File: src/rtl/alu16_sched_pkg.sv
// Shared types for the two-requester scheduler that time-multiplexes a 16-bit ALU.
// Wide (32-bit) operations run as two chained 16-bit passes.
package alu16_sched_pkg;

   localparam int NUM_REQ = 2;

   typedef enum logic [1:0] {
      IDLE = 2'd0,
      LO   = 2'd1,
      HI   = 2'd2,
      RESP = 2'd3
   } state_t;

   typedef struct packed {
      logic [31:0] a;
      logic [31:0] b;
      logic [3:0]  opcode;
      logic        mode;
      logic        cin;
      logic        wide;
   } req_t;

endpackage

File: src/rtl/alu16_rr_arb.sv
// Two-way round-robin arbiter.
// The pointer moves only when the granted operation has fully completed.
module alu16_rr_arb (
   input  logic       clk,
   input  logic       rst_n,
   input  logic [1:0] req,
   input  logic       advance,
   output logic [1:0] gnt
);

   logic last_reg;
   logic held_reg;

   always_comb begin
      gnt = req;
      if (req == 2'b11) begin
         gnt = last_reg ? 2'b01 : 2'b10;
      end
   end

   // held_reg remembers who was granted until the response is taken.
   always_ff @(posedge clk or negedge rst_n) begin
      if (!rst_n) begin
         last_reg <= 1'b1;
         held_reg <= 1'b0;
      end else begin
         if (|gnt) begin
            held_reg <= gnt[1];
         end
         if (advance) begin
            last_reg <= held_reg;
         end
      end
   end

endmodule

File: src/rtl/alu16_sched.sv
// Schedules 16/32-bit requests from two requesters onto one external 16-bit ALU.
// Wide operations take a low pass then a high pass with the carry chained between them.
module alu16_sched #(
   parameter int NUM_REQ = alu16_sched_pkg::NUM_REQ
) (
   input  logic             clk,
   input  logic             rst_n,
   input  logic [1:0]       req_valid,
   output logic [1:0]       req_ready,
   input  logic [1:0][31:0] req_a,
   input  logic [1:0][31:0] req_b,
   input  logic [1:0][3:0]  req_opcode,
   input  logic [1:0]       req_mode,
   input  logic [1:0]       req_cin,
   input  logic [1:0]       req_wide,
   output logic [15:0]      alu_a,
   output logic [15:0]      alu_b,
   output logic [3:0]       alu_opcode,
   output logic             alu_mode,
   output logic             alu_cin,
   input  logic [15:0]      alu_result,
   input  logic             alu_cout,
   input  logic             alu_nbo,
   input  logic             alu_ngo,
   output logic             rsp_valid,
   input  logic             rsp_ready,
   output logic             rsp_id,
   output logic [31:0]      rsp_result,
   output logic             rsp_cout,
   output logic             rsp_nbo,
   output logic             rsp_ngo,
   output logic             busy
);

   import alu16_sched_pkg::*;

   state_t             state_reg, state_next;
   req_t               op_reg;
   req_t               in_sel;
   logic               id_reg;
   logic [31:0]        res_reg;
   logic               cout_reg, nbo_reg, ngo_reg;
   logic [NUM_REQ-1:0] arb_req, gnt;
   logic               hs, rsp_hs, sel;

   // Requests are only offered to the arbiter in IDLE and never while reset is held.
   assign arb_req = (state_reg == IDLE && rst_n) ? req_valid : '0;
   assign hs      = |gnt;
   assign rsp_hs  = (state_reg == RESP) && rsp_ready;
   assign sel     = gnt[1];

   alu16_rr_arb u_arb (
      .clk     (clk),
      .rst_n   (rst_n),
      .req     (arb_req),
      .advance (rsp_hs),
      .gnt     (gnt)
   );

   always_comb begin
      in_sel.a      = req_a[sel];
      in_sel.b      = req_b[sel];
      in_sel.opcode = req_opcode[sel];
      in_sel.mode   = req_mode[sel];
      in_sel.cin    = req_cin[sel];
      in_sel.wide   = req_wide[sel];
   end

   always_ff @(posedge clk or negedge rst_n) begin
      if (!rst_n) begin
         state_reg <= IDLE;
         op_reg    <= '0;
         id_reg    <= 1'b0;
         res_reg   <= '0;
         cout_reg  <= 1'b0;
         nbo_reg   <= 1'b0;
         ngo_reg   <= 1'b0;
      end else begin
         state_reg <= state_next;
         if (hs) begin
            op_reg <= in_sel;
            id_reg <= sel;
         end
         if (state_reg == LO) begin
            res_reg  <= {16'h0000, alu_result};
            cout_reg <= alu_cout;
            nbo_reg  <= alu_nbo;
            ngo_reg  <= alu_ngo;
         end
         if (state_reg == HI) begin
            res_reg[31:16] <= alu_result;
            cout_reg       <= alu_cout;
            nbo_reg        <= alu_nbo;
            ngo_reg        <= alu_ngo;
         end
      end
   end

   always_comb begin
      state_next = state_reg;
      req_ready  = '0;
      alu_a      = '0;
      alu_b      = '0;
      alu_opcode = '0;
      alu_mode   = 1'b0;
      alu_cin    = 1'b0;
      case (state_reg)
         IDLE: begin
            req_ready = gnt;
            if (hs) state_next = LO;
         end
         LO: begin
            alu_a      = op_reg.a[15:0];
            alu_b      = op_reg.b[15:0];
            alu_opcode = op_reg.opcode;
            alu_mode   = op_reg.mode;
            alu_cin    = op_reg.cin;
            state_next = op_reg.wide ? HI : RESP;
         end
         HI: begin
            alu_a      = op_reg.a[31:16];
            alu_b      = op_reg.b[31:16];
            alu_opcode = op_reg.opcode;
            alu_mode   = op_reg.mode;
            alu_cin    = cout_reg;
            state_next = RESP;
         end
         RESP: begin
            if (rsp_ready) state_next = IDLE;
         end
         default: state_next = IDLE;
      endcase
   end

   assign rsp_valid  = (state_reg == RESP);
   assign rsp_result = rsp_valid ? res_reg : '0;
   assign rsp_id     = rsp_valid & id_reg;
   assign rsp_cout   = rsp_valid & cout_reg;
   assign rsp_nbo    = rsp_valid & nbo_reg;
   assign rsp_ngo    = rsp_valid & ngo_reg;
   assign busy       = (state_reg != IDLE);

endmodule

File: config.mk
export PLATFORM = sky130hd
export DESIGN_NAME = alu16_sched
export DESIGN_NICKNAME = d
export VERILOG_FILES = /design/src/rtl/alu16_sched_pkg.sv /design/src/rtl/alu16_rr_arb.sv /design/src/rtl/alu16_sched.sv
export SDC_FILE = /design/constraint.sdc
export NUM_CORES = 1
export LEC_CHECK = 0
export BUFFER_PORTS_ARGS = -buffer_cell sky130_fd_sc_hd__clkbuf_2
export CORE_MARGIN = 5
export CORE_UTILIZATION = 48
export DETAILED_ROUTE_END_ITERATION = 8
export PLACE_DENSITY = 0.79
export REMOVE_ABC_BUFFERS = 1
export SYNTH_ARGS = -nofsm -noshare
export SYNTH_HDL_FRONTEND = slang
export SYNTH_HIERARCHICAL = 1
export SYNTH_SLANG_ARGS = --single-unit
File: constraint.sdc
create_clock -name clk -period 2.85 [get_ports clk]
set_clock_uncertainty 0.1 [all_clocks]
set_input_delay 0.285 -clock clk [delete_from_list [all_inputs] [get_ports clk]]
set_output_delay 0.285 -clock clk [all_outputs]
set_load 0.01 [all_outputs]
==> impl_results.md, run 1 <==
* Status: complete, no violations
* WP data required at about 2.5 ns
* Share of cells above drive strength 1 at 0.381
* TritonCTS Sinks at 111
* EDFF count, synth at 0
* Slew @ Worst Pin at between 0.7 and 0.8 ns
* Largest net degree at the start of global routing at between 80 and 90
* Synth unique cells at 25
* Leakage at 3.43 nW
* Final worst setup slack at between 0.1 and 0.15 ns
* Slowest cell on the critical path: dfrtp_1
* Async S/R FF share, synth at 1.00
* Yosys warning total at 6
* Peak supply drop at about 560 uV
* Worst Setup Start Kind: register
* Reg clk slew, reported paths at ~0.070 ns
* H-tree depth at 3
* Worst reg2reg startpoint: state_reg[0]
* Worst skew pair latency at between 0.3 and 0.4 ns
* Routed vias at around 4800
* Drt total wl at 15200 um
* Max stage delay on crit path at 0.43 ns
* Worst R2R Path Depth at 8
* Yosys reg bits at between 100 and 150
* Top cell by count, worst path: inv_1
* Clock buffer count from CTS at 9
* Synthesized instance count at 541
* Global route total overflow at 0
* Syn Std Cell Area at 5570 sq um
* Slew headroom at 0.488
* CP Data Arrival Time at 2.33 ns
* Fin. max-slew vios at 0
* Placer Congestion at 0.825
* Vias in the first global route at between 5000 and 6000
* First-pass GRT wire length at between 20000 and 30000 um
* Dpl ws at 0.490 ns
* Root Buffer: clkbuf_16
* Post-CTS Setup Bufs at 0
* CP Depth at 9
* Area grow syn2layout at 29.1%
* Worst Path Buf+Inv at 5
* Critical Path End Type: output pin
* Register area share after synthesis at 0.499
* IO Port Bufs at about 240
* Crit. Startpoint: state_reg[0]
* HPWL after detailed placement at between 10000 and 15000 um
* Initial Util at 0.489
* Max Freq at about 370 MHz
* Largest register FFs at approximately 70
* Gr usage total at 0.216
* Initial antenna violation count at 0
* Die ar. at between 10000 and 15000 sq um
* Nets at 936
* CP max FO at 14
* Syn_area_per_cell at just over 10 sq um
* Die Y at between 100 and 150 um
* Core Rows at 39
* Core area at 11400 sq um
* WL per Instance at about 17 um
* Max Cap Viol at 0
* Ports at approximately 240
* TritonCTS clock tree: yes
* DRC Markers at 0
* CP Capture Point: req_ready[0]
* Cell Pwr Density at ~1000 nW/um^2
* Worst path top cell family by delay: buffers and inverters
* Main synth FF type: dfrtp_1
* Final Util at 0.632
* Finish-stage setup viols at 0
* Count of final hold-check violations at 0
* Critical path, cell by cell: inv_1 -> ha_1 -> and3_1 -> inv_1 -> a21oi_4 -> buf_12 -> inv_1 -> nor2_1 -> clkbuf_2
* Non-filler cells, final at roughly 900
* DRT Pass-1 Iters at 5
* Vias per cell at 5.25
* Diode count at 0
* Placed cells at between 800 and 900
* R2R Setup Slk at between 0.3 and 0.4 ns
* DRT antenna net count at 0
* CTS Buffer Depth at 2
* Worst R2R End: op_reg[48]
* Hold crit path type: in -> reg
* Crit share post-route at 0.953
* Unrepaired setup endpoints after global routing: no
* Die X at 118 um
* CP Class: reg -> out
* Crit path time final at about 2.7 ns
* Initial detailed-routing violation count at 395
* CTS resizes at 0
synthesized netlist by cell type (all sizes together) (2+ instances only):
master,n,share of area
inv,23,0.016
and2,45,0.051
a22o,33,0.052
dfrtp,110,0.49
a21oi,2,0.0018
o21ai,88,0.079
mux2i,71,0.13
a211oi,2,0.0027
mux2,20,0.040
ha,5,0.011
buf,29,0.039
a21o,2,0.0027
nand2,88,0.059
clkbuf,14,0.0094
nor2,3,0.0020
and3,2,0.0022
report_power, final:
group	total, mW	switching [mW]	internal, mW	leakage (nW)
Combinational	3.10	1.69	1.41	1.89
Clock	1.36	0.541	0.818	0.160
Sequential	2.80	0.445	2.36	1.38
kinds of logic (layout without fill, tap and decap cells):
family	count (synthesis)	after routing	share of synthesized area
muxes	91	91	0.168
adders and majority gates	5	5	0.0112
and+or+nand+nor	139	139	0.116
buffers and inverters	66	295	0.0636
AOI/OAI and AO/OA	129	129	0.142
DFF	111	111	0.499
area by class of cell:
| cell class | instances | area, sq um |
|---|---|---|
| tap | 143 | 179 |
| clock buffer | 13 | 260 |
| fill | 880 | 4190 |
| inverter | 23 | 86.3 |
| clock inverter | 3 | 65.1 |
| multi-input combinational | 364 | 2450 |
| timing repair buffer | 256 | 1360 |
| sequential | 111 | 2780 |
worst min-delay path by stage:
stage | to | slack (ns) | start | depth (start not counted)
finish | op_reg[18] | 0.05 | req_b[43] | 3
global route | op_reg[24] | 0.05 | req_b[49] | 3
CTS | op_reg[18] | 0.04 | req_b[43] | 3
detailed placement | u_arb/held_reg | -0.003 | rst_n | 1
global placement | u_arb/held_reg | -0.008 | rst_n | 1
floorplan | cout_reg | -0.11 | rst_n | 0
worst register-to-register path: cells and delay by family, from the launching register on:
family,cells,cell delay [ns]
flip-flops,1,0.43
AND/OR/NAND/NOR,1,0.27
AO/OA/AOI/OAI,2,0.34
multiplexers,1,0.26
buffers and inverters,3,0.70
adder cells (fa/ha/maj),1,0.26
placed cells by master (no fill, tap or decap):
master	Yosys	routed
clkbuf_2	0	242
dfrtp_1	110	110
nand2_1	88	88
o21ai_1	85	85
mux2i_1	71	71
and2_1	44	43
a22o_1	33	33
inv_1	23	23
mux2_2	19	19
clkbuf_16	0	10
buf_4	8	10
ha_1	5	5
nor2_1	3	3
o21ai_0	3	3
and3_1	2	2
a211oi_1	2	2
a21o_1	2	2
clkbuf_1	14	2
bufinv_16	0	2
clkbuf_8	0	2
buf_12	0	2
and2_4	1	1
and2_2	0	1
nor2b_1	1	1
a21oi_1	2	1
a2bb2oi_1	1	1
mux2_1	1	1
clkinv_2	0	1
dlygate4sd3_1	0	1
a21boi_4	0	1
a21oi_4	0	1
dfstp_2	1	1
per-layer routing:
layer	up-vias	wire (um)	global-route usage
met1	2285	6190	0.275
met5	-	0	0
met4	0	172	0.0659
met3	14	1440	0.0692
met2	214	7430	0.353
li1	2284	-	-
through the flow:
step	cell area (sq um)	power (mW)	TNS (ns)	hold WS, ns
after floorplan	5300	4.77	-302.32	-0.111
after global placement	6820	5.78	0	-0.00783
after detailed placement	6820	5.94	0	-0.00282
after CTS	7160	7.31	0	0.0434
after global routing	7180	7.79	0	0.0487
final	7180	7.26	0	0.0550
what timing repair did:
action                                  CTS  global route
hold buffers                              1             0
endpoints found under the setup margin    0             1
hold endpoints to repair                  4             0
Note: power is estimated with default switching activity, not from simulation.
==> run 2: changes to the inputs <==
Settings changed: CAP_MARGIN set to 20, CORE_ASPECT_RATIO set to 0.75.
==> run 2 against run 1 <==
  * Wire length is 1.7% lower
  * Fmax is 6.7% higher
  * Utilization is 0.47 points lower
  * Combinational power hardly changed
  * Via count is 1.1% lower
  * Sequential power hardly changed
  * Critical path type unchanged
  * First-iteration DRC count is 58% lower
  * Cell area is 0.28% higher
  * Hold slack worse by 0.0078 ns
  * Sequential share of layout area is 0.11 points lower
==> impl_results.md, run 2 (same netlist as run 1, synthesis figures left out) <==
* Final Util at 0.627
* Ports at between 200 and 250
* Root Buffer: clkbuf_16
* Diode count at 0
* CP Data Arrival Time at about 2.2 ns
* Final instance area at 7200 sq um
* Initial detailed-routing violation count at roughly 170
* Share of cells above drive strength 1 at 0.382
* Worst skew pair latency at 0.34 ns
* Drt total wl at around 15000 um
* Die X at 134 um
* DRT Pass-1 Iters at 4
* CTS Buffer Depth at 2
* WP data required at 2.47 ns
* DRT antenna net count at 0
* Placed cells at 896
* Fin. max-slew vios at 0
* Peak supply drop at between 400 and 500 uV
* CTS resizes at 0
* Count of final hold-check violations at 0
* Largest net degree at the start of global routing at 70
* Unrepaired setup endpoints after global routing: no
* First-pass GRT wire length at ~24000 um
* Critical Path End Type: output pin
* Vias per cell at 5.20
* TritonCTS clock tree: yes
* Core Rows at 34
* CP Class: reg -> out
* Hold crit path type: in -> reg
* Nets at 935
* Placed inst area at between 6000 and 7000 sq um
* Core area at ~11000 sq um
* Clock buffer count from CTS at 9
* Non-filler cells, final at a little over 900
* WL per Instance at approximately 16 um
* Reg clk slew, reported paths at about 0.08 ns
* Commonest non-fill, non-tap cell in the layout: clkbuf_2
* Placer Congestion at about 0.83
* Initial antenna violation count at 0
* CP max FO at 13
* Cell Pwr Density at 1010 nW/um^2
* Die Y at 103 um
* HPWL after detailed placement at 11100 um
* Global route total overflow at 0
* Slew @ Worst Pin at about 0.82 ns
* Leakage at about 3.4 nW
* Vias in the first global route at 4822
* Most frequent cells in the layout: 242 x clkbuf_2, 110 x dfrtp_1, 88 x nand2_1, 85 x o21ai_1, 71 x mux2i_1
* Slew headroom at 0.452
* IO Port Bufs at about 240
* Die ar. at between 10000 and 15000 sq um
* DRC Markers at 0
* TritonCTS Sinks at 111
* Routed vias at ~4700
* Status: complete, no violations
* Largest register FFs at 71
* Crit path time final at ~2.5 ns
* R2R Setup Slk at approximately 0.47 ns
* Worst Setup Start Kind: register
* Finish-stage setup viols at 0
* Crit share post-route at 0.893
* Area grow syn2layout at 29.4%
* Gr usage total at 0.214
* H-tree depth at 3
* Max Freq at around 390 MHz
* Initial Util at 0.485
* Max Cap Viol at 0
==> run 2: repair_timing <==
action | 4_1_cts | 5_1_grt
hold endpoints to repair | 46 | 0
buffers inserted | 0 | 0
hold buffers | 1 | 0
==> run 2: cell type report <==
cell class                 count  area, sq um
fill                         933         4280
sequential                   111         2780
multi-input combinational    364         2450
timing repair buffer         255         1370
clock buffer                  10          239
tap                          144          180
clock inverter                 6         92.6
inverter                      23         86.3
==> run 2: per-stage QoR <==
stage | worst slack (ns) | setup TNS [ns] | hold WS [ns] | power, mW
final | 0.304 | 0 | 0.0472 | 7.29
after global routing | 0.181 | 0 | 0.0487 | 7.82
after CTS | 0.296 | 0 | 0.0397 | 7.38
after detailed placement | 0.497 | 0 | 0.349 | 5.97
after global placement | 0.603 | 0 | 0.334 | 5.82
after floorplan | -4.29 | -302.32 | -0.111 | 4.77
==> run 2: worst paths after layout <==
check	end	from	cells after the start
setup / recovery	req_ready[1]	state_reg[0]	6
setup reg to reg	state_reg[1]	state_reg[0]	7
max in group asynchronous	op_reg[35]	rst_n	3
hold reg to reg	id_reg	id_reg	1
hold / removal	op_reg[64]	req_a[57]	3
min in group asynchronous	op_reg[0]	rst_n	3
==> run 2: critical path: stages, from the launching register on <==
cell,delay (ns)
dfrtp_1,0.42
inv_1,0.14
ha_1,0.25
and3_1,0.26
a21boi_4,0.42
and2_1,0.19
clkbuf_2,0.13
==> run 2: power by group <==
part | switching (mW) | total [mW] | internal (mW)
Combinational | 1.70 | 3.13 | 1.44
Sequential | 0.424 | 2.78 | 2.35
Clock | 0.582 | 1.38 | 0.800
==> run 2: layer usage <==
layer  GRT usage  up-vias  routed length [um]
met5           0        -                   0
met4      0.0423        0                 107
met3      0.0774       12                1310
met2       0.363      172                7340
met1       0.268     2275                6230
li1            -     2285                   -
